File: src/rtl/multicore_launch_ctrl_if.sv
// ---------------------------------------------------------------------------
// multicore_launch_ctrl_if
// Bundle of the host/core-facing signals of multicore_launch_ctrl.
//   go         host launch request
//   coreReady  per-core "idle, waiting for start"
//   coreDone   per-core completion
//   coreStart  per-core start pulse from the controller
//   busy       controller not idle
//   allDone    one-cycle end-of-run pulse
//   doneMask   sticky per-core done record for the current/last run
//   cycleCount run length in RUN cycles
//   timeout    watchdog flag (only with MULTICORE_LAUNCH_CTRL_TIMEOUT_EN)
// Modports:
//   master  host/core side (drives go, coreReady, coreDone)
//   slave   the launch controller
// Optional feature macro: MULTICORE_LAUNCH_CTRL_TIMEOUT_EN
// ---------------------------------------------------------------------------
interface multicore_launch_ctrl_if #(
    parameter int CORE_COUNT = 4,
    parameter int CNT_WIDTH  = 24
);
    logic                  go;
    logic [CORE_COUNT-1:0] coreReady;
    logic [CORE_COUNT-1:0] coreDone;
    logic [CORE_COUNT-1:0] coreStart;
    logic                  busy;
    logic                  allDone;
    logic [CORE_COUNT-1:0] doneMask;
    logic [CNT_WIDTH-1:0]  cycleCount;
`ifdef MULTICORE_LAUNCH_CTRL_TIMEOUT_EN
    logic                  timeout;

    modport master (
        output go, coreReady, coreDone,
        input  coreStart, busy, allDone, doneMask, cycleCount, timeout
    );
    modport slave (
        input  go, coreReady, coreDone,
        output coreStart, busy, allDone, doneMask, cycleCount, timeout
    );
`else
    modport master (
        output go, coreReady, coreDone,
        input  coreStart, busy, allDone, doneMask, cycleCount
    );
    modport slave (
        input  go, coreReady, coreDone,
        output coreStart, busy, allDone, doneMask, cycleCount
    );
`endif
endinterface

File: src/rtl/multicore_launch_ctrl.sv
// ---------------------------------------------------------------------------
// multicore_launch_ctrl
// Launches an array of CORE_COUNT processor cores together, collects their
// done flags, pulses allDone when every core has finished and reports the run
// length (RUN cycles, saturating) in cycleCount.
// Ports:
//   clk   system clock, rising edge
//   rstN  asynchronous active-low reset
//   bus   multicore_launch_ctrl_if.slave (go, coreReady, coreDone in;
//         coreStart, busy, allDone, doneMask, cycleCount[, timeout] out)
// All outputs are registered.
// Optional feature macro: MULTICORE_LAUNCH_CTRL_TIMEOUT_EN adds the
// TIMEOUT_CYCLES parameter, the timeout output and a RUN watchdog.
// ---------------------------------------------------------------------------
module multicore_launch_ctrl #(
    parameter int CORE_COUNT = 4,
    parameter int CNT_WIDTH  = 24
`ifdef MULTICORE_LAUNCH_CTRL_TIMEOUT_EN
    ,
    parameter int unsigned TIMEOUT_CYCLES = 1000000
`endif
) (
    input  logic                   clk,
    input  logic                   rstN,
    multicore_launch_ctrl_if.slave bus
);

    typedef enum logic [2:0] {
        ST_IDLE     = 3'd0,
        ST_WAIT_RDY = 3'd1,
        ST_LAUNCH   = 3'd2,
        ST_RUN      = 3'd3,
        ST_FINISH   = 3'd4
    } state_t;

    state_t                state_r;
    state_t                nextState_s;
    logic [CORE_COUNT-1:0] coreStart_r;
    logic [CORE_COUNT-1:0] doneMask_r;
    logic                  busy_r;
    logic                  allDone_r;
    logic [CNT_WIDTH-1:0]  cycleCount_r;

    logic [CORE_COUNT-1:0] startNext_s;
    logic [CORE_COUNT-1:0] maskNext_s;
    logic [CORE_COUNT-1:0] mergedMask_s;
    logic                  busyNext_s;
    logic                  allDoneNext_s;
    logic [CNT_WIDTH-1:0]  countNext_s;
    logic [CNT_WIDTH-1:0]  countInc_s;
    logic                  allSeen_s;
    logic                  watchdog_s;

    // The edge that completes the mask is still part of the run, so the
    // finish decision looks at the mask including this cycle's done bits.
    assign mergedMask_s = doneMask_r | bus.coreDone;
    assign allSeen_s    = &mergedMask_s;
    assign countInc_s   = (&cycleCount_r) ? cycleCount_r : (cycleCount_r + CNT_WIDTH'(1));

`ifdef MULTICORE_LAUNCH_CTRL_TIMEOUT_EN
    // Compared at 64 bits so a limit wider than the counter never aliases.
    localparam longint unsigned TIMEOUT_LIMIT = 64'(TIMEOUT_CYCLES);

    logic timeout_r;
    logic timeoutNext_s;

    assign watchdog_s  = (64'(countInc_s) == TIMEOUT_LIMIT) && !allSeen_s;
    assign bus.timeout = timeout_r;
`else
    assign watchdog_s  = 1'b0;
`endif

    // State register.
    always_ff @(posedge clk or negedge rstN) begin
        if (!rstN) begin
            state_r <= ST_IDLE;
        end else begin
            state_r <= nextState_s;
        end
    end

    // Next-state logic.
    always_comb begin
        nextState_s = state_r;
        case (state_r)
            ST_IDLE: begin
                if (bus.go) begin
                    nextState_s = ST_WAIT_RDY;
                end else begin
                    nextState_s = ST_IDLE;
                end
            end
            ST_WAIT_RDY: begin
                if (&bus.coreReady) begin
                    nextState_s = ST_LAUNCH;
                end else begin
                    nextState_s = ST_WAIT_RDY;
                end
            end
            ST_LAUNCH: begin
                nextState_s = ST_RUN;
            end
            ST_RUN: begin
                if (allSeen_s || watchdog_s) begin
                    nextState_s = ST_FINISH;
                end else begin
                    nextState_s = ST_RUN;
                end
            end
            ST_FINISH: begin
                nextState_s = ST_IDLE;
            end
            default: begin
                nextState_s = ST_IDLE;
            end
        endcase
    end

    // Output logic: next values of the registered outputs, derived from the
    // upcoming state so every output is a flop.
    always_comb begin
        busyNext_s    = (nextState_s != ST_IDLE);
        allDoneNext_s = (nextState_s == ST_FINISH);
        maskNext_s    = doneMask_r;
        countNext_s   = cycleCount_r;
        if (nextState_s == ST_LAUNCH) begin
            startNext_s = {CORE_COUNT{1'b1}};
        end else begin
            startNext_s = {CORE_COUNT{1'b0}};
        end
        case (state_r)
            ST_IDLE: begin
                if (bus.go) begin
                    maskNext_s  = {CORE_COUNT{1'b0}};
                    countNext_s = {CNT_WIDTH{1'b0}};
                end else begin
                    maskNext_s  = doneMask_r;
                    countNext_s = cycleCount_r;
                end
            end
            ST_RUN: begin
                maskNext_s  = mergedMask_s;
                countNext_s = countInc_s;
            end
            default: begin
                maskNext_s  = doneMask_r;
                countNext_s = cycleCount_r;
            end
        endcase
    end

    // Output and run-record registers.
    always_ff @(posedge clk or negedge rstN) begin
        if (!rstN) begin
            coreStart_r  <= {CORE_COUNT{1'b0}};
            busy_r       <= 1'b0;
            allDone_r    <= 1'b0;
            doneMask_r   <= {CORE_COUNT{1'b0}};
            cycleCount_r <= {CNT_WIDTH{1'b0}};
        end else begin
            coreStart_r  <= startNext_s;
            busy_r       <= busyNext_s;
            allDone_r    <= allDoneNext_s;
            doneMask_r   <= maskNext_s;
            cycleCount_r <= countNext_s;
        end
    end

`ifdef MULTICORE_LAUNCH_CTRL_TIMEOUT_EN
    // Sticky watchdog flag: cleared by an accepted go, set when the watchdog ends a run.
    always_comb begin
        if ((state_r == ST_IDLE) && bus.go) begin
            timeoutNext_s = 1'b0;
        end else if ((state_r == ST_RUN) && watchdog_s) begin
            timeoutNext_s = 1'b1;
        end else begin
            timeoutNext_s = timeout_r;
        end
    end

    // Watchdog flag register.
    always_ff @(posedge clk or negedge rstN) begin
        if (!rstN) begin
            timeout_r <= 1'b0;
        end else begin
            timeout_r <= timeoutNext_s;
        end
    end
`endif

    assign bus.coreStart  = coreStart_r;
    assign bus.busy       = busy_r;
    assign bus.allDone    = allDone_r;
    assign bus.doneMask   = doneMask_r;
    assign bus.cycleCount = cycleCount_r;

endmodule

File: src/flat_wrapper.sv
// flat-port wrapper written by rule: the top's interface ports become plain ports
module multicore_launch_ctrl_flat 
#(
    parameter int CORE_COUNT = 4,
    parameter int CNT_WIDTH  = 24

)
  (clk, rstN, bus_go, bus_coreReady, bus_coreDone, bus_coreStart, bus_busy, bus_allDone, bus_doneMask, bus_cycleCount);
  multicore_launch_ctrl_if #(.CORE_COUNT(CORE_COUNT), .CNT_WIDTH(CNT_WIDTH)) bus_i ();
  input  logic clk;
  input  logic rstN;
  input wire logic [$bits(bus_i.go)-1:0] bus_go;
  input wire logic [$bits(bus_i.coreReady)-1:0] bus_coreReady;
  input wire logic [$bits(bus_i.coreDone)-1:0] bus_coreDone;
  output wire logic [$bits(bus_i.coreStart)-1:0] bus_coreStart;
  output wire logic [$bits(bus_i.busy)-1:0] bus_busy;
  output wire logic [$bits(bus_i.allDone)-1:0] bus_allDone;
  output wire logic [$bits(bus_i.doneMask)-1:0] bus_doneMask;
  output wire logic [$bits(bus_i.cycleCount)-1:0] bus_cycleCount;
  assign bus_i.go = bus_go;
  assign bus_i.coreReady = bus_coreReady;
  assign bus_i.coreDone = bus_coreDone;
  assign bus_coreStart = bus_i.coreStart;
  assign bus_busy = bus_i.busy;
  assign bus_allDone = bus_i.allDone;
  assign bus_doneMask = bus_i.doneMask;
  assign bus_cycleCount = bus_i.cycleCount;
  multicore_launch_ctrl #(.CORE_COUNT(CORE_COUNT), .CNT_WIDTH(CNT_WIDTH)) u_core (.clk(clk), .rstN(rstN), .bus(bus_i));
endmodule
File: config.mk
export PLATFORM = sky130hd
export DESIGN_NAME = multicore_launch_ctrl_flat
export DESIGN_NICKNAME = d
export VERILOG_FILES = /design/src/rtl/multicore_launch_ctrl_if.sv /design/src/rtl/multicore_launch_ctrl.sv /design/src/flat_wrapper.sv
export SDC_FILE = /design/constraint.sdc
export NUM_CORES = 1
export LEC_CHECK = 0
export CORE_ASPECT_RATIO = 0.9
export CORE_UTILIZATION = 30
export DETAILED_ROUTE_END_ITERATION = 8
export GPL_ROUTABILITY_DRIVEN = 0
export PLACE_DENSITY = 0.5
export SYNTH_ARGS = -nofsm -noshare
export SYNTH_HDL_FRONTEND = slang
export SYNTH_SLANG_ARGS = --single-unit
export TNS_END_PERCENT = 1
File: constraint.sdc
create_clock -name clk -period 3.1 [get_ports clk]
set_clock_uncertainty 0.05 [all_clocks]
set_input_delay 0.62 -clock clk [delete_from_list [all_inputs] [get_ports clk]]
set_output_delay 0.62 -clock clk [all_outputs]
set_load 0.01 [all_outputs]
# Word level (Yosys, flattened, before mapping)

Cells that the tools add are included.

Eq/ne operators: 7
Bitwise gates (word level): 1
Add/sub/neg operators: 1
Reductions and logical operators: 8
Mux-type cells: 10

Operator list:

| operator                                                         | number |
|---|---|
| 24-bit 2-to-1 mux                                                | 2 |
| 24-bit case mux with 2 select lines                              | 1 |
| 24-bit by 1-bit adder with 24-bit output (second input constant) | 1 |
| 24-bit AND reduction                                             | 1 |
| 3-bit case mux with 4 select lines                               | 1 |
| 3-bit by 2-bit == test with 1-bit output (second input constant) | 3 |
| 4-bit 2-to-1 mux                                                 | 2 |
| 4-bit case mux with 2 select lines                               | 1 |
| 4-bit AND reduction                                              | 2 |
| 2-bit inequality test (second input constant)                    | 2 |
| 4-bit OR                                                         | 1 |
| 3-bit by 1-bit == test with 1-bit output (second input constant) | 1 |
| 3-bit == test (second input constant)                            | 1 |
| 3-bit zero test                                                  | 1 |
| 3-bit 2-to-1 mux                                                 | 1 |
| 3-bit AND reduction                                              | 1 |
| 3-bit nonzero test                                               | 1 |
| 2-bit 2-to-1 mux                                                 | 1 |
| 2-bit AND reduction                                              | 1 |
| 2-bit nonzero test                                               | 1 |
| 1-bit 2-to-1 mux                                                 | 1 |

Word-level logic and storage cells: 33
Flip-flop bits (word level): 37
Output and inout port bits: 34
Input bits: 11

# Longest topological paths before layout

Depth in word-level cells: 6
Mapped depth: 7
Gate-level depth less buffers: 6

# Worst setup path before layout

OpenSTA, ideal clock, no wires.

Path type: in2reg
Start: input port bus_go
End: register u_core.cycleCount_r[20], in the netlist u_core.bus.cycleCount[20]
Setup slack: 1078 ps
Library setup time: 131 ps
Arrival: 1840 ps
Cell stages on the path: 6
Cells stage by stage: or3b_1 a21boi_0 a311o_2 buf_4 o21ai_1 o31ai_1

Word-level cells in the longest chain between the ends: 2

RTL lines:

| item                            | RTL line                     | source |
|---|---|---|
| start, declared                 | flat_wrapper.sv:12           | `input wire logic [$bits(bus_i.go)-1:0] bus_go;` |
| 2-bit inequality test (no line) | n/a                          |  |
| 3-bit AND reduction (no line)   | n/a                          |  |
| end signal, assigned            | multicore_launch_ctrl.sv:159 | `cycleCount_r <= {CNT_WIDTH{1'b0}};` |
| end signal, assigned            | multicore_launch_ctrl.sv:165 | `cycleCount_r <= countNext_s;` |
| end, declared                   | multicore_launch_ctrl.sv:42  | `logic [CNT_WIDTH-1:0] cycleCount_r;` |

No other way between the ends.
A chain may end at the register's enable or synchronous reset.

# Worst setup path after layout

Start: input port bus_go
End: register u_core.cycleCount_r[18], in the netlist u_core.bus.cycleCount[18]

Same word-level chain as after synthesis.

==> run_results.csv <==
group,metric,value,unit
critical_path,r2r_cells,7,
critical_path,start_kind,"input port",
yosys,syn-num-nets,220,
floorplan,die_x,84.6,um
run,max-cap-violations,0,
power_and_ir_drop,clkPwrFrac,20.5,%
routing,vias_per_cell,5.31,
cts,postCtsHoldBufs,0,
global_routing,grt_antenna_before_repair,0,
power_and_ir_drop,power.internal,1.00,mW
yosys,avgSynthCellArea,8.87,um^2
cts,clockBufferDepth,2,
critical_path,required,3.21,ns
sta,fmax,401,MHz
cts,clk_latency,0.28,ns
sta,setup-tns-final,0,ns
yosys,synthCells,208,
yosys,ys_seq_area_share,46.1,%
sta,post-route-min-period,2.49,ns
sta,rsz0062_at_grt,"no",
finish,nets,264,
yosys,synthArstFlopShare,100,%
global_routing,grt-ovfl-total,0,
finish,n_antenna_cell,0,
global_routing,grt_pass1_wl,7870,um
critical_path,worstReg2RegEnd,"u_core.bus.cycleCount[22]",
finish,fill_cells,595,
hold_path,hold_path_class,"register to register",
status,status,"finished clean",
finish,seq_area,851,um^2
hold_path,hold_start,"u_core.bus.cycleCount[20]",
cts,path_clk_slew,0.07,ns
finish,area_growth,31.9,%
yosys,synth-edff-count,0,
cts,cts_buffers,5,
cts,post_cts_buffers,0,
yosys,synthesis.area,1840,um^2
power_and_ir_drop,p_leak,0.955,nW
finish,multi_input_area,910,um^2
sta,period_share,80.4,%
critical_path,critical_path_class,"input port to register",
sta,slew_viol_final,0,
routing,wirelength,4830,um
floorplan,dieArea,6470,um^2
finish,mostFrequentLayoutCells,"44 x clkdlybuf4s50_1, 34 x dfrtp_1, 20 x a21oi_1, 19 x nor2_1, 15 x nand2_1",
placed_design,post-dp-hpwl,3360,um
sta,tightestPinTransition,0.597,ns
power_and_ir_drop,switching_power,667,uW
routing,routedWlPerCell,15.0,um
critical_path,r2r_slack,0.80,ns
critical_path,endpoint_kind,"register",
routing,drt_pass1_iterations,8,
floorplan,core,5790,um^2
sta,hold_violations,0,
critical_path,reg2reg_from,"u_core.bus.cycleCount[0]",
floorplan,start_util,31.8,%
critical_path,crit_arrival,2.60,ns
routing,drtAntennaViolNets,0,
power_and_ir_drop,totalPowerFinal,1.67,mW
cts,cts_resized,0,
cts,htreeDepth,2,
power_and_ir_drop,swShare,39.9,%
sta,finalSetupViolations,0,
power_and_ir_drop,power_density,687,nW/um^2
finish,final_layout_size_suffix_gt1_share,7.11,%
power_and_ir_drop,max-vdd-ir-drop,0.310,mV
power_and_ir_drop,power_frac_seq,40.2,%
floorplan,die_h,76.4,um
global_routing,grtUsageTotal,15.4,%
floorplan,rows,26,
hold_path,hold_end,"u_core.bus.cycleCount[20]",
routing,drtIter0Drc,73,
routing,vias,1716,
yosys,synth-seq-cells,34,
yosys,yosys_warnings,0,
yosys,synthFlopType,"dfrtp_1",
cts,cts-root-buf,"clkbuf_8",
critical_path,path_max_fanout,16,
cts,cts_tree,"done",
power_and_ir_drop,p_comb_share,39.3,%
sta,relSlewSlack,59.9,%
floorplan,ios,45,
finish,layout.cells.most_common,"clkdlybuf4s50_1",
global_routing,grt_pass1_vias,1531,
hold_path,hold_depth,1,
placed_design,port_buffers,44,
routing,drc,0,
critical_path,worstSetupStartpoint,"bus_go",
finish,fin_util,42.0,%
cts,clock-sinks,34,
global_routing,grt_max_degree,35,
yosys,ys_types,41,
[layer usage]
layer	up-vias	global-route usage, %	share of wire (%)	wire, um
li1	857	-	-	-
met1	811	22.9	51	2470
met2	44	21.7	43	2090
met3	4	3.36	4.6	223
met4	0	6.10	1.0	49
met5	-	0	0	0
[stage by stage]
| stage | cells | setup WS [ns] | cell area [um^2] | hold slack, ns |
|---|---|---|---|---|
| finish | 323 | 0.607 | 2430 | 0.454 |
| global placement | 315 | 0.338 | 2340 | 0.452 |
| CTS | 323 | 0.601 | 2430 | 0.459 |
| global route | 323 | 0.510 | 2430 | 0.492 |
| floorplan | 208 | 1.08 | 1840 | 0.274 |
| detailed placement | 315 | 0.315 | 2340 | 0.444 |
[final cells by class]
| class | count | share of cell area (%) |
|---|---|---|
| timing repair buffer | 48 | 19.3 |
| inverter | 6 | 0.926 |
| multi-input combinational | 157 | 37.4 |
| clock buffer | 7 | 3.55 |
| clock inverter | 1 | 0.206 |
| sequential | 34 | 35.0 |
| tap | 70 | 3.60 |
[registers in the layout, indices dropped and copies added, names as in the netlist]
register               flops
u_core.bus.coreStart       1
u_core.state_r             3
u_core.bus.allDone         1
u_core.bus.doneMask        4
u_core.bus.busy            1
u_core.bus.cycleCount     24
[synthesized netlist by cell type, types with 3 or more instances]
| master | instances | area, um^2 |
|---|---|---|
| a31oi_1 | 3 | 18.8 |
| buf_2 | 4 | 20.0 |
| o31ai_1 | 3 | 22.5 |
| inv_1 | 6 | 22.5 |
| nor3_1 | 7 | 35.0 |
| nand3_1 | 11 | 55.1 |
| o21ai_0 | 14 | 70.1 |
| a21oi_1 | 20 | 100 |
| and3_1 | 4 | 25.0 |
| o21ai_1 | 11 | 55.1 |
| nor4_1 | 4 | 25.0 |
| buf_4 | 4 | 30.0 |
| clkbuf_1 | 3 | 11.3 |
| nor2_1 | 19 | 71.3 |
| nand2_1 | 15 | 56.3 |
| nand4_1 | 12 | 75.1 |
| dfrtp_1 | 34 | 851 |
| nor2b_1 | 3 | 18.8 |
[power by group through the flow]
| stage | registers, mW | clock network [mW] | logic (mW) |
|---|---|---|---|
| floorplan | 0.665 | 0 | 0.387 |
| detailed placement | 0.682 | 0 | 0.663 |
| global route | 0.695 | 0.370 | 0.729 |
| global placement | 0.682 | 0 | 0.662 |
| finish | 0.671 | 0.343 | 0.657 |
| CTS | 0.674 | 0.355 | 0.666 |
[kinds of logic after synthesis]
family	after synthesis	synth area share, %
AND/OR/NAND/NOR	89	27.1
AO/OA/AOI/OAI	65	20.5
flip-flops	34	46.1
buffers and inverters	17	4.55
multiplexers	2	1.09
adder cells (fa/ha/maj)	1	0.678
[how the worst max path moves through the flow]
stage | endpoint | slack (ns) | cells after the start
after floorplan | u_core.bus.cycleCount[20] | 1.08 | 6
after global placement | u_core.bus.cycleCount[18] | 0.34 | 7
after detailed placement | u_core.bus.cycleCount[18] | 0.32 | 7
after CTS | u_core.bus.cycleCount[18] | 0.60 | 7
after global routing | u_core.bus.cycleCount[18] | 0.51 | 7
final | u_core.bus.cycleCount[18] | 0.61 | 7
[critical path, stage by stage]
cell and delay, ns:
clkdlybuf4s50_1 0.50, or3b_1 0.37, a21boi_0 0.13, a311o_2 0.52
buf_4 0.23, o21ai_1 0.12, o21ai_0 0.10
No activity file was read; power rests on OpenSTA's default activity.
